`config.mk`:
```
export PLATFORM = sky130hd
export DESIGN_NAME = fetch_stage_flat
export DESIGN_NICKNAME = d
export VERILOG_FILES = /design/src/rtl/fetch_stage_if.sv /design/src/rtl/fetch_stage.sv /design/src/flat_wrapper.sv
export SDC_FILE = /design/constraint.sdc
export NUM_CORES = 1
export LEC_CHECK = 0
export ABC_AREA = 1
export BUFFER_PORTS_ARGS = -buffer_cell sky130_fd_sc_hd__buf_2
export CORE_AREA = 3 3 154 126
export CTS_CLUSTER_SIZE = 12
export DETAILED_ROUTE_END_ITERATION = 12
export DIE_AREA = 0 0 157 129
export GPL_TIMING_DRIVEN = 0
export HOLD_SLACK_MARGIN = 0.03
export PLACE_DENSITY = 0.89
export SYNTH_ARGS = -nofsm -noshare
export SYNTH_HDL_FRONTEND = slang
export SYNTH_SLANG_ARGS = --single-unit
export TNS_END_PERCENT = 20
```
`constraint.sdc`:
```
create_clock -name clk -period 5 [get_ports clk]
set_input_delay 1 -clock clk [delete_from_list [all_inputs] [get_ports clk]]
set_output_delay 1 -clock clk [all_outputs]
set_load 0.01 [all_outputs]
```
`src/rtl/fetch_stage_if.sv`:
```
`timescale 1ns/1ps
// ---------------------------------------------------------------------------
// fetch_stage_if
// Bundles the three buses of the fetch stage:
//   imem_*      : synchronous instruction memory read port (data one cycle
//                 after the request cycle)
//   redirect_*  : PC change requests from execute, plus the misalignment pulse
//   dec_*       : {pc, instruction} hand-off to decode (valid/ready)
// Modports:
//   master : the fetch stage itself
//   slave  : the surrounding core / environment (memory, execute, decode)
// ---------------------------------------------------------------------------
interface fetch_stage_if;
    logic        imem_req;
    logic [31:0] imem_addr;
    logic [31:0] imem_rdata;

    logic        redirect_valid;
    logic [31:0] redirect_pc;
    logic        redirect_misaligned;

    logic        dec_valid;
    logic        dec_ready;
    logic [31:0] dec_instr;
    logic [31:0] dec_pc;

    modport master (
        output imem_req, imem_addr,
        input  imem_rdata,
        input  redirect_valid, redirect_pc,
        output redirect_misaligned,
        output dec_valid, dec_instr, dec_pc,
        input  dec_ready
    );

    modport slave (
        input  imem_req, imem_addr,
        output imem_rdata,
        output redirect_valid, redirect_pc,
        input  redirect_misaligned,
        input  dec_valid, dec_instr, dec_pc,
        output dec_ready
    );
endinterface

```
`src/rtl/fetch_stage.sv`:
```
`timescale 1ns/1ps
// ---------------------------------------------------------------------------
// fetch_stage
// RV32I instruction fetch front-end. Owns the fetch PC, issues word reads to
// a synchronous instruction memory, buffers returned words in a small queue
// and hands {pc, instruction} to decode over valid/ready. A redirect from
// execute flushes every fetched-but-unconsumed instruction and restarts
// fetching at the (word-aligned) target.
// Ports:
//   clk   : core clock
//   rst_n : asynchronous active-low reset
//   bus   : fetch_stage_if.master (imem, redirect and decode buses)
// Parameters:
//   RESET_PC    : first fetch address after reset (word aligned)
//   QUEUE_DEPTH : instruction queue entries, >= 2
// ---------------------------------------------------------------------------
module fetch_stage #(
    parameter logic [31:0] RESET_PC    = 32'h0000_0000,
    parameter int          QUEUE_DEPTH = 2
) (
    input  logic          clk,
    input  logic          rst_n,
    fetch_stage_if.master bus
);
    localparam int OCC_W = $clog2(QUEUE_DEPTH + 1);

    logic [31:0]      fpc_q, fpc_d;
    logic             inflight_q, inflight_d;
    logic [31:0]      inflight_pc_q, inflight_pc_d;
    logic             squash_q, squash_d;
    logic [OCC_W-1:0] occ_q, occ_d;
    logic [31:0]      q_pc_q    [QUEUE_DEPTH];
    logic [31:0]      q_pc_d    [QUEUE_DEPTH];
    logic [31:0]      q_instr_q [QUEUE_DEPTH];
    logic [31:0]      q_instr_d [QUEUE_DEPTH];

    logic             dec_valid_s;
    logic             pop_s;
    logic             push_s;
    logic             issue_s;
    logic             shift_s;
    logic [31:0]      level_s;
    logic [OCC_W-1:0] wr_idx_s;

    // Per-cycle handshake, push and issue decisions.
    always_comb begin
        // A redirect cycle hides the head so nothing stale is consumed.
        dec_valid_s = (occ_q != {OCC_W{1'b0}}) && !bus.redirect_valid;
        pop_s       = dec_valid_s && bus.dec_ready;
        push_s      = inflight_q && !squash_q && !bus.redirect_valid;
        // Occupancy once this cycle's response and pop have settled; a new
        // request is only sent when its response is guaranteed a free slot.
        level_s     = 32'(occ_q) + 32'(inflight_q) - 32'(pop_s);
        issue_s     = rst_n && !bus.redirect_valid && (level_s < 32'(QUEUE_DEPTH));
        // Entry 0 is the head. It is only overwritten by a shift or a push,
        // so dec_pc/dec_instr keep their last value when the queue drains.
        shift_s     = pop_s && (occ_q > OCC_W'(1));
        wr_idx_s    = pop_s ? (occ_q - OCC_W'(1)) : occ_q;
    end

    // Next-state for fetch PC, in-flight tracking, occupancy and queue storage.
    always_comb begin
        if (bus.redirect_valid) begin
            fpc_d = {bus.redirect_pc[31:2], 2'b00};
        end else if (issue_s) begin
            fpc_d = fpc_q + 32'd4;   // wraps FFFF_FFFC -> 0 naturally
        end else begin
            fpc_d = fpc_q;
        end

        inflight_d    = issue_s;
        inflight_pc_d = issue_s ? fpc_q : inflight_pc_q;
        // Marks a response that would arrive after a redirect. Requests are
        // blocked in the redirect cycle, so this only guards against a
        // request ever being allowed to leave alongside a redirect.
        squash_d      = bus.redirect_valid && issue_s;

        if (bus.redirect_valid) begin
            occ_d = {OCC_W{1'b0}};
        end else begin
            occ_d = occ_q + OCC_W'(push_s) - OCC_W'(pop_s);
        end

        for (int i = 0; i < QUEUE_DEPTH; i++) begin
            q_pc_d[i]    = q_pc_q[i];
            q_instr_d[i] = q_instr_q[i];
        end
        for (int i = 0; i < QUEUE_DEPTH - 1; i++) begin
            q_pc_d[i]    = shift_s ? q_pc_q[i + 1]    : q_pc_q[i];
            q_instr_d[i] = shift_s ? q_instr_q[i + 1] : q_instr_q[i];
        end
        for (int i = 0; i < QUEUE_DEPTH; i++) begin
            q_pc_d[i]    = (push_s && (wr_idx_s == OCC_W'(i))) ? inflight_pc_q  : q_pc_d[i];
            q_instr_d[i] = (push_s && (wr_idx_s == OCC_W'(i))) ? bus.imem_rdata : q_instr_d[i];
        end
    end

    // State registers with asynchronous active-low reset.
    always_ff @(posedge clk or negedge rst_n) begin
        if (!rst_n) begin
            fpc_q         <= {RESET_PC[31:2], 2'b00};
            inflight_q    <= 1'b0;
            inflight_pc_q <= 32'h0000_0000;
            squash_q      <= 1'b0;
            occ_q         <= {OCC_W{1'b0}};
            for (int i = 0; i < QUEUE_DEPTH; i++) begin
                q_pc_q[i]    <= 32'h0000_0000;
                q_instr_q[i] <= 32'h0000_0000;
            end
        end else begin
            fpc_q         <= fpc_d;
            inflight_q    <= inflight_d;
            inflight_pc_q <= inflight_pc_d;
            squash_q      <= squash_d;
            occ_q         <= occ_d;
            for (int i = 0; i < QUEUE_DEPTH; i++) begin
                q_pc_q[i]    <= q_pc_d[i];
                q_instr_q[i] <= q_instr_d[i];
            end
        end
    end

    assign bus.imem_req            = issue_s;
    assign bus.imem_addr           = fpc_q;
    assign bus.redirect_misaligned = rst_n && bus.redirect_valid && (bus.redirect_pc[1:0] != 2'b00);
    assign bus.dec_valid           = dec_valid_s;
    assign bus.dec_pc              = q_pc_q[0];
    assign bus.dec_instr           = q_instr_q[0];

endmodule

```
`src/flat_wrapper.sv`:
```
// flat-port wrapper written by rule: the top's interface ports become plain ports
module fetch_stage_flat 
#(
    parameter logic [31:0] RESET_PC    = 32'h0000_0000,
    parameter int          QUEUE_DEPTH = 2
)
  (clk, rst_n, bus_imem_req, bus_imem_addr, bus_imem_rdata, bus_redirect_valid, bus_redirect_pc, bus_redirect_misaligned, bus_dec_valid, bus_dec_instr, bus_dec_pc, bus_dec_ready);
  fetch_stage_if bus_i ();
  input  logic clk;
  input  logic rst_n;
  output wire logic [$bits(bus_i.imem_req)-1:0] bus_imem_req;
  output wire logic [$bits(bus_i.imem_addr)-1:0] bus_imem_addr;
  input wire logic [$bits(bus_i.imem_rdata)-1:0] bus_imem_rdata;
  input wire logic [$bits(bus_i.redirect_valid)-1:0] bus_redirect_valid;
  input wire logic [$bits(bus_i.redirect_pc)-1:0] bus_redirect_pc;
  output wire logic [$bits(bus_i.redirect_misaligned)-1:0] bus_redirect_misaligned;
  output wire logic [$bits(bus_i.dec_valid)-1:0] bus_dec_valid;
  output wire logic [$bits(bus_i.dec_instr)-1:0] bus_dec_instr;
  output wire logic [$bits(bus_i.dec_pc)-1:0] bus_dec_pc;
  input wire logic [$bits(bus_i.dec_ready)-1:0] bus_dec_ready;
  assign bus_imem_req = bus_i.imem_req;
  assign bus_imem_addr = bus_i.imem_addr;
  assign bus_i.imem_rdata = bus_imem_rdata;
  assign bus_i.redirect_valid = bus_redirect_valid;
  assign bus_i.redirect_pc = bus_redirect_pc;
  assign bus_redirect_misaligned = bus_i.redirect_misaligned;
  assign bus_dec_valid = bus_i.dec_valid;
  assign bus_dec_instr = bus_i.dec_instr;
  assign bus_dec_pc = bus_i.dec_pc;
  assign bus_i.dec_ready = bus_dec_ready;
  fetch_stage #(.RESET_PC(RESET_PC), .QUEUE_DEPTH(QUEUE_DEPTH)) u_core (.clk(clk), .rst_n(rst_n), .bus(bus_i));
endmodule
```
==> Yosys cells after proc, flatten, opt, wreduce, memory -nomap -nowiden <==
Cells that the tools add are included.
{ "word_totals": {"elab_cells": 45, "register_bits": 196, "memories": 0, "mem_bits_ro": 0, "in_bits": 68, "latchBits": 0, "ramBits": 0, "output_inout_bits": 99} }
{ "op_classes": {"magnitude_cmp": 2, "n_reduce_logical": 19, "muxes": 8, "n_eq_ne": 1, "n_addsub": 6, "shifts": 0, "n_div": 0, "bitwise_logic": 0, "multipliers": 0} }
{ "ops": {"columns": ["cell", "n"], "rows": [
  ["$mux W32", 6],
  ["$add A32 B3 Y32 const B", 1],
  ["$lt A32 B2 Y1 const B", 1],
  ["$sub A32 B1 Y32", 1],
  ["$logic_and A1 B1 Y1", 12],
  ["$reduce_bool A2 Y1", 4],
  ["$mux W2", 2],
  ["$add A2 B1 Y3", 1],
  ["$add A2 B1 Y2", 1],
  ["$eq A2 B1 Y1 const B", 1],
  ["$gt A2 B1 Y1 const B", 1],
  ["$logic_not A1 Y1", 2],
  ["$logic_not A2 Y1", 1],
  ["$sub A2 B1 Y2", 1],
  ["$sub A2 B1 Y2 const B", 1]
]} }

==> Longest topological paths before layout <==
Gate-level depths: netlist of run 1.
{ "depth": {"word_depth": 8, "ltp_mapped": 16} }

==> Worst setup path after synthesis of run 1 <==
OpenSTA, ideal clock, no wires.
{ "synth_timing": {"path_kind": "input-to-output", "startpoint": "input bus_redirect_valid", "endpoint": "output bus_imem_req", "slack_ns": 1.751, "n_path_buf": 1, "required_time_ns": 4.000, "cell_stages": 11, "t_arrival_ns": 2.249, "cell_sequence": "nor2_4 > nand3_1 > inv_1 > ha_1 > ha_1 > nor2_1 > nand2_1 > nor2_1 > nand2_1 > clkinv_1 > clkbuf_1"} }
{ "synth_via": {"elab_chain_len": 6, "word_cells_on_any_way": 7} }
{ "synth_rtl": {"columns": ["element", "line_no", "source"], "rows": [
  ["start: declaration", "flat_wrapper.sv:14", "input wire logic [$bits(bus_i.redirect_valid)-1:0] bus_redirect_valid;"],
  ["$logic_not A1 Y1 (*)", "fetch_stage.sv:48, fetch_stage.sv:54", null],
  ["$logic_and A1 B1 Y1", "fetch_stage.sv:48", "dec_valid_s = (occ_q != {OCC_W{1'b0}}) && !bus.redirect_valid;"],
  ["$logic_and A1 B1 Y1", "fetch_stage.sv:49", "pop_s = dec_valid_s && bus.dec_ready;"],
  ["$sub A32 B1 Y32", "fetch_stage.sv:53", "level_s = 32'(occ_q) + 32'(inflight_q) - 32'(pop_s);"],
  ["$lt A32 B2 Y1", "fetch_stage.sv:54", "issue_s = rst_n && !bus.redirect_valid && (level_s < 32'(QUEUE_DEPTH));"],
  ["$logic_and A1 B1 Y1 (*)", "fetch_stage.sv:54", null],
  ["end: declaration", "flat_wrapper.sv:11", "output wire logic [$bits(bus_i.imem_req)-1:0] bus_imem_req;"]
]} }
Mark *: on every way between the ends. The rest lies on a longest branch, timed or not.

==> Worst setup path after layout of run 1 <==
{ "layout_timing": {"startpoint": "input rst_n", "endpoint": "output bus_imem_req"} }
{ "layout_via": {"elab_chain_len": 2} }
{ "layout_rtl": {"columns": ["element", "line_no", "source"], "rows": [
  ["start: declaration", "flat_wrapper.sv:10", "input logic rst_n;"],
  ["$logic_and A1 B1 Y1 (2 in series)", "fetch_stage.sv:54", null]
]} }
No other way between the ends.

==> results of run 1 <==
==> worst max-delay path, stage by stage <==
cell and delay [ns]:
buf_8 0.49, buf_16 0.44, inv_1 0.11, nor2_1 0.12
nand2_1 0.17, clkinv_1 0.20, clkbuf_1 0.44, buf_2 0.23
==> sequential cells by signal, summed over array words and instances, names as in the netlist <==
signal and cells:
u_core.q_pc_q 30, u_core.bus.dec_pc 30, u_core.inflight_pc_q 30, u_core.bus.imem_addr 30
u_core.occ_q 2, u_core.squash_q 1, u_core.q_instr_q 32, u_core.bus.dec_instr 32
u_core.inflight_q 1
==> cell usage after synthesis, types with 11 or more instances <==
master	number
buf_6	13
inv_1	122
nor2_1	54
nand3_1	237
buf_2	11
o21ai_1	60
o21ai_0	47
nand4_1	65
dfrtp_1	188
buf_4	68
ha_1	11
nand2_1	297
clkbuf_1	44
==> stage by stage <==
stage | setup slack (ns) | TNS [ns] | power, mW | area (sq um) | std cells
final | 0.718 | 0 | 5.00 | 11600 | 1671
after global routing | 0.430 | 0 | 5.28 | 11600 | 1671
after CTS | 0.688 | 0 | 4.99 | 11600 | 1671
after detailed placement | 0.698 | 0 | 3.63 | 11000 | 1639
after global placement | -1.63 | -35.22 | 3.56 | 10900 | 1638
after floorplan | 1.75 | 0 | 3.07 | 9830 | 1246
==> metal layers <==
metal,routed length (um),global-route usage (%),vias up,part of all wire [%]
li1,-,-,4369,-
met1,12300,41.1,4295,44
met2,12700,44.6,510,45
met3,2680,5.55,48,9.5
met4,473,7.82,2,1.7
met5,12,0,-,0.043
==> power by group through the flow <==
stage	clock, mW	combinational [mW]	sequential, mW
floorplan	0	0.908	2.16
global placement	0	1.34	2.22
detailed placement	0	1.38	2.25
CTS	1.38	1.39	2.23
global route	1.45	1.55	2.28
finish	1.37	1.39	2.24
==> worst paths after layout <==
kind,to
setup reg to reg,u_core.bus.dec_instr[19]
hold reg to reg,u_core.q_instr_q[12]
hold / removal,u_core.q_instr_q[12]
max in group asynchronous,u_core.occ_q[0]
setup / recovery,bus_imem_req
min in group asynchronous,u_core.bus.dec_instr[22]
==> layout make-up <==
class                   count  area share [%]
well taps                 230            2.49
multi-input cells         792            32.6
flip-flops and latches    188            40.7
clock buffers              19            3.83
repair buffers            163            7.34
clock inverters            13            1.28
inverters                 124            4.03
plain buffers             142            7.78
==> layout by cell type, fill, tap and decap left out, drive strengths merged <==
master,n
o21ai,107
nor3,2
clkinv,5
nor3b,1
conb,5
buf,261
nand2,298
nor2,55
clkbuf,63
o21a,1
clkinvlp,1
fa,1
nand3,238
bufinv,1
xor2,6
xnor2,2
inv,130
ha,11
dfrtp,188
nand4,65
==> kinds of logic after synthesis <==
kind of cell             synth area share (%)
adder cells (fa/ha/maj)                  1.61
AND/OR/NAND/NOR                          30.3
buffers and inverters                    13.9
flip-flops                               47.9
AO/OA/AOI/OAI                            5.53
XOR/XNOR                                0.714
other                                  0.0382
==> flow_metrics.tcl, run 1 <==
set metrics [dict create \
    crit_type "input port to output port" \
    diodes 0 \
    hold_start "u_core.q_instr_q[12]" \
    drc 0 \
    status "complete, no violations" \
    ys_warn_count 0 \
    track_usage_pct 28.6 \
    syn_to_final_growth_pct 17.7 \
    cts_hold_buf 0 \
    io_buffers 162 \
    drive_above_1_share_pct 20.2 \
    reg2reg_slack_ns 1.72 \
    power_switching_mw 1.70 \
    reg2reg_from "u_core.occ_q[1]" \
    initial_core_util_pct 54.5 \
    syn_area_sq_um 9820 \
    wl_per_cell_um 16.8 \
    die_area_sq_um 20300 \
    clock-root-buffer "clkbuf_16" \
    synth_ff_type "dfrtp_1" \
    grt_pass1_wl_um 45700 \
    routed_via_density 5.52 \
    grt_max_degree 97 \
    grt_setup_unrepaired "false" \
    fin_crit_sh_pct 85.6 \
    crit_arrival_ns 3.28 \
    synth_edf_count 0 \
    ys_ff_latch 188 \
    grt_pass1_vias 8872 \
    core_sq_um 18000 \
    drv_slew 0 \
    antenna_found_initial 1 \
    fin_util_pct 64.2 \
    cts.clk_slew.worst_paths_ns 0.08 \
    num-nets-final 1508 \
    synthArstFlopShare_pct 100 \
    crit_fanout 96 \
    insertion_delay_ns 0.44 \
    worst_pin_slew_ns 0.714 \
    vdd_ir_drop_max_v 0.000237 \
    die_w_um 157 \
    multi_input_area_sq_um 3760 \
    p_sw_share_pct 34.0 \
    wl_um 28100 \
    crit_start "rst_n" \
    pwr-share-seq_pct 44.8 \
    power.share.clock_pct 27.4 \
    ff2ff_path_depth 12 \
    fin_crit_ns 4.28 \
    synth_top_area_share_pct 47.9 \
    routabilityCongestion 0.934 \
    p_int_mw 3.30 \
    finalHoldViolations 0 \
    post-cts-setup-buffer-count 0 \
    postSynthCellCount 1242 \
    io_pins 167 \
    required_ns 4.00 \
    synth.area.top_cells "dfrtp_1 48%, nand3_1 12%, nand2_1 11%" \
    cts_inserted_buffers 17 \
    drtIter0Drc 1060 \
    num_vias 9224 \
    dr.pass1.iters 6 \
    die_h_um 129 \
    h-tree-depth 4 \
    p_leak_nw 6.00 \
    postRouteAntennaNets 0 \
    synth-seq-area-share_pct 47.9 \
    nFillCells 1477 \
    whs_path_depth 2 \
    cts_sinks 188 \
    max_slew_margin_pct 52.4 \
    maxCapViolCount 0 \
    min_path_type "register to register" \
    cts_resized 0 \
    synth_top_area_cell "dfrtp_1" \
    core.rowCount 44 \
    dp_hpwl_um 20500 \
    pwr-share-comb_pct 27.8 \
    fmax_mhz 234 \
    synth.avg_cell_area_sq_um 7.91 \
    critPathLaunchType "input port" \
    setup.worst_path.end_class "output port" \
    yosysUniqueCellTypes 27 \
    power.density_nw_per_um2 432 \
    fin_hold_ws_ns 0.502 \
    cts_tree "yes" \
    grt_overflow 0 \
    ff_latch_area_sq_um 4700 \
    cts_buffer_depth 2 \
    setup_viol 0 \
    fin_skew_ns 0.0115 \
]
Note: power is estimated with default switching activity, not from simulation.
==> run 2: changes to the inputs <==
Clock period 5 ns to 4.2 ns, I/O delays scaled along.
==> run 2 against run 1 <==
First-iteration DRC count rose by 0.75%. Hold slack worse by 0.11 ns. Final cell count about the same. Sequential cell count is the same. Routed wire length is 0.28% lower. Highest routed layer unchanged. Final area hardly changed. Combinational power is 19% higher. Die area unchanged. Power grew 19%. Register-to-register slack got worse by 0.84 ns.
==> flow_metrics.tcl, run 2 (synthesis gave the netlist of run 1 again) <==
set metrics [dict create \
    drc 0 \
    postRouteAntennaNets 0 \
    wl_per_cell_um 16.8 \
    fin_area_sq_um 11600 \
    io_buffers 162 \
    initial_core_util_pct 54.5 \
    critPathLaunchType "register" \
    grt_setup_unrepaired "false" \
    setup.worst_path.end_class "output port" \
    dp_hpwl_um 20500 \
    track_usage_pct 28.6 \
    setup_viol 0 \
    core.rowCount 44 \
    num-nets-final 1507 \
    insertion_delay_ns 0.44 \
    maxCapViolCount 0 \
    crit_arrival_ns 3.03 \
    p_int_mw 3.93 \
    h-tree-depth 4 \
    antenna_found_initial 1 \
    cts_hold_buf 0 \
    die_area_sq_um 20300 \
    die_w_um 157 \
    worst_pin_slew_ns 0.710 \
    pwr-share-comb_pct 27.8 \
    die_h_um 129 \
    pwr-share-seq_pct 44.8 \
    ff_latch_area_sq_um 4700 \
    fin_skew_ns 0.00983 \
    status "complete, no violations" \
    post-cts-setup-buffer-count 0 \
    crit_type "register to output port" \
    power.density_nw_per_um2 514 \
    routed_via_density 5.55 \
    required_ns 3.36 \
    mostFrequentLayoutCell "nand2_1" \
    grt_max_degree 97 \
    io_pins 167 \
    grt_pass1_vias 8872 \
    syn_to_final_growth_pct 17.7 \
    power.share.clock_pct 27.4 \
    grt_pass1_wl_um 45700 \
    drv_slew 0 \
    max_slew_margin_pct 52.7 \
    p_leak_nw 6.00 \
    routabilityCongestion 0.934 \
    drtIter0Drc 1068 \
    min_path_type "input port to asynchronous set/reset pin" \
    multi_input_area_sq_um 3760 \
    cts_inserted_buffers 17 \
    cts_tree "yes" \
    finalHoldViolations 0 \
    cts_resized 0 \
    vdd_ir_drop_max_v 0.000283 \
    cts_buffer_depth 2 \
    crit_fanout 17 \
    mostFrequentLayoutCells "297 x nand2_1, 237 x nand3_1, 188 x dfrtp_1, 172 x buf_2, 122 x inv_1" \
    cts.clk_slew.worst_paths_ns 0.08 \
    fin_hold_ws_ns 0.389 \
    grt_overflow 0 \
    cts_sinks 188 \
    num_vias 9266 \
    fin_crit_sh_pct 92.2 \
    clock-root-buffer "clkbuf_16" \
    drive_above_1_share_pct 20.2 \
    p_sw_share_pct 33.9 \
    core_sq_um 18000 \
    fmax_mhz 258 \
    post_dp_cell_area_sq_um 11000 \
    nFillCells 1477 \
    wl_um 28100 \
    diodes 0 \
    power_switching_mw 2.02 \
    fin_crit_ns 3.87 \
    fin_util_pct 64.2 \
    dr.pass1.iters 7 \
    totalPowerFinal_mw 5.94 \
]
run 2: cell count changes in the layout (fill, tap and decap cells not counted), sizes merged:
| cell | change |
|---|---|
| clkbuf | -1 |
run 2: metal layers:
| layer | track usage [%] | part of all wire [%] | vias up |
|---|---|---|---|
| met5 | 0 | 0.043 | - |
| met1 | 41.1 | 44 | 4314 |
| met3 | 5.55 | 9.6 | 45 |
| met4 | 7.82 | 1.6 | 2 |
| met2 | 44.6 | 45 | 542 |
| li1 | - | - | 4363 |
run 2: path summary, 6_finish.rpt:
check,start,to,slack [ns],cells past startpoint
max,u_core.occ_q[1],bus_imem_req,0.33,11
min,rst_n,u_core.bus.dec_instr[22],0.39,1
max reg2reg,u_core.occ_q[1],u_core.bus.dec_instr[19],0.88,12
min reg2reg,u_core.q_pc_q[3],u_core.q_pc_q[3],0.50,2
max in group asynchronous,rst_n,u_core.bus.imem_addr[20],2.91,2
min in group clk,u_core.q_pc_q[3],u_core.q_pc_q[3],0.50,2
run 2: worst max-delay path: stages, from the launching register on:
cell	delay [ns]
dfrtp_1	0.42
inv_1	0.25
ha_1	0.26
nor2_4	0.05
nand3_1	0.08
inv_1	0.07
fa_1	0.35
nand2_1	0.07
nor2_1	0.04
nand2_1	0.20
clkinv_1	0.49
buf_2	0.32
run 2: final cells by class:
class                           count  area share [%]
Clock buffer                       19            3.83
Buffer                            141            7.75
Multi-Input combinational cell    792            32.6
Clock inverter                     13            1.28
Inverter                          124            4.03
Timing Repair Buffer              163            7.34
Tap cell                          230            2.49
Sequential cell                   188            40.7
run 2: power by group through the flow:
stage / Combinational (mW) / Sequential, mW / Clock, mW
3_3_place_gp: 1.59 / 2.65 / 0
4_1_cts: 1.66 / 2.65 / 1.64
3_5_place_dp: 1.64 / 2.68 / 0
6_report: 1.65 / 2.66 / 1.63
5_1_grt: 1.85 / 2.71 / 1.73
2_1_floorplan: 1.08 / 2.57 / 0
run 2: per-stage QoR:
step	worst slack [ns]	setup TNS, ns	std cells
after CTS	0.167	0	1671
after detailed placement	0.218	0	1639
after floorplan	1.26	0	1246
after global routing	0.107	0	1670
after global placement	-2.11	-192.29	1638
final	0.328	0	1670
==> run 3: changes to the inputs <==
Settings changed: CELL_PAD_IN_SITES_DETAIL_PLACEMENT from default to 2, CELL_PAD_IN_SITES_GLOBAL_PLACEMENT from default to 2, CORE_AREA 3 3 154 126 to 3 3 197 161, DIE_AREA 0 0 157 129 to 0 0 200 164, PLACE_DENSITY 0.89 to 0.92.
==> run 3 against run 2 <==
Clock power about the same. Sequential share of layout area down 0.76 points. Clock skew grew 0.0024 ns. Die area is 62% higher. Setup slack better by 0.028 ns. Sequential cell count stayed put. Hold slack got worse by 0.014 ns. Global-route usage is 4.0 points lower. Final area grew 1.9%. Sequential power up 2%. Routed wire length rose by 41%. Critical path type unchanged. Highest routed layer is now met4.
==> flow_metrics.tcl, run 3 (synthesis gave the netlist of run 1 again) <==
set metrics [dict create \
    status "complete, no violations" \
    post-cts-setup-buffer-count 0 \
    post_dp_cell_area_sq_um 11200 \
    p_leak_nw 5.99 \
    max_slew_margin_pct 52.2 \
    num-nets-final 1507 \
    mostFrequentLayoutCell "nand2_1" \
    crit_start "u_core.occ_q[1]" \
    die_w_um 200 \
    layout.cells.non_filler 1854 \
    num_vias 9572 \
    drive_above_1_share_pct 20.1 \
    setup.worst_path.end_class "output port" \
    crit_arrival_ns 3.00 \
    ff2ff_path_depth 12 \
    initial_core_util_pct 32.7 \
    fin_setup_tns_ns 0 \
    io_pins 167 \
    finalHoldViolations 0 \
    cts_tree "yes" \
    crit_fanout 17 \
    fin_area_sq_um 11800 \
    min_path_type "input port to asynchronous set/reset pin" \
    drtIter0Drc 495 \
    h-tree-depth 4 \
    clock-root-buffer "clkbuf_16" \
    grt_pass1_vias 10700 \
    wl_um 39700 \
    fmax_mhz 260 \
    syn_to_final_growth_pct 19.9 \
    dp_hpwl_um 28900 \
    track_usage_pct 24.6 \
    drc 0 \
    grt_setup_unrepaired "false" \
    setup_viol 0 \
    postRouteAntennaNets 0 \
    drv_slew 0 \
    fin_util_pct 39.2 \
    fin_crit_sh_pct 91.5 \
    antenna_found_initial 0 \
    vdd_ir_drop_max_v 0.000268 \
    fin_crit_ns 3.84 \
    cts.clk_slew.worst_paths_ns 0.08 \
    insertion_delay_ns 0.46 \
    die_area_sq_um 32800 \
    grt_overflow 0 \
    reg2reg_slack_ns 0.60 \
    io_buffers 162 \
    fin_hold_ws_ns 0.375 \
    routed_via_density 5.16 \
    routabilityCongestion 0.888 \
    cts_buffer_depth 2 \
    wl_per_cell_um 21.4 \
    cts_inserted_buffers 17 \
    maxCapViolCount 0 \
    reg2reg_from "u_core.occ_q[1]" \
    fin_skew_ns 0.0122 \
    mostFrequentLayoutCells "297 x nand2_1, 237 x nand3_1, 188 x dfrtp_1, 172 x buf_2, 122 x inv_1" \
    core_sq_um 30000 \
    reg2reg_to "u_core.bus.dec_instr[15]" \
    core.rowCount 57 \
    required_ns 3.36 \
    power.density_nw_per_um2 521 \
    grt_pass1_wl_um 61900 \
    grt_max_degree 103 \
    dr.pass1.iters 5 \
    crit_type "register to output port" \
    critPathLaunchType "register" \
    worst_pin_slew_ns 0.717 \
    cts_sinks 188 \
    cts_hold_buf 0 \
    die_h_um 164 \
    dpl.cell_count 1822 \
]
==> run 3: changes by cell type in the layout (fill, tap and decap cells not counted) <==
cell        previous run  this run
clkbuf_8               1         4
clkinvlp_4             1         3
clkinv_1               1         0
inv_8                  4         1
clkinv_8               1         0
clkbuf_1              44        46
inv_6                  3         0
clkinv_2               1         2
diode_2                0         1
==> run 3: critical path, stage by stage (launching register included) <==
cell and delay, ns:
dfrtp_1 0.43, inv_1 0.25, ha_1 0.26, nor2_4 0.05, nand3_1 0.09, inv_1 0.09
fa_1 0.36, nand2_1 0.07, nor2_1 0.04, nand2_1 0.19, clkinvlp_4 0.43, buf_2 0.29
==> run 3: layout make-up <==
cell class,count,area (sq um)
Fill cell,3468,18200
Tap cell,413,517
Multi-Input combinational cell,792,3760
Sequential cell,188,4700
Clock buffer,24,492
Inverter,124,469
Clock inverter,8,83.8
Timing Repair Buffer,163,848
Buffer,141,896
Antenna cell,1,2.50
==> run 3: routing by layer <==
layer	track usage, %	wire length, um	up-vias
met5	0	0	-
met4	7.51	980	0
met3	4.04	1810	67
met2	42.5	19500	264
met1	31.7	17400	4884
li1	-	-	4357
==> run 3: worst max path at each step <==
stage	end	slack [ns]
2_1_floorplan	bus_imem_req	1.26
3_3_place_gp	bus_imem_req	-2.46
3_5_place_dp	bus_imem_req	-0.04
4_1_cts	bus_imem_req	0.09
5_1_grt	bus_imem_req	0.13
6_report	bus_imem_req	0.36
==> run 3: stage by stage <==
step	worst slack (ns)	power [mW]
after floorplan	1.26	3.65
after global placement	-2.46	4.30
after detailed placement	-0.0383	4.47
after CTS	0.0937	6.18
after global routing	0.134	6.50
final	0.356	6.13
==> run 3: timing repair <==
action	4_1_cts	5_1_grt
hold endpoints to repair	0	0
resized for setup	0	1
setup endpoints to repair	1	1
==> run 3: report_power, final <==
group | leakage, nW | switching (mW) | internal (mW) | total (mW)
Clock | 0.278 | 0.762 | 0.886 | 1.65
Combinational | 3.28 | 0.989 | 0.788 | 1.78
Sequential | 2.43 | 0.427 | 2.28 | 2.71
Total | 5.99 | 2.18 | 3.95 | 6.13
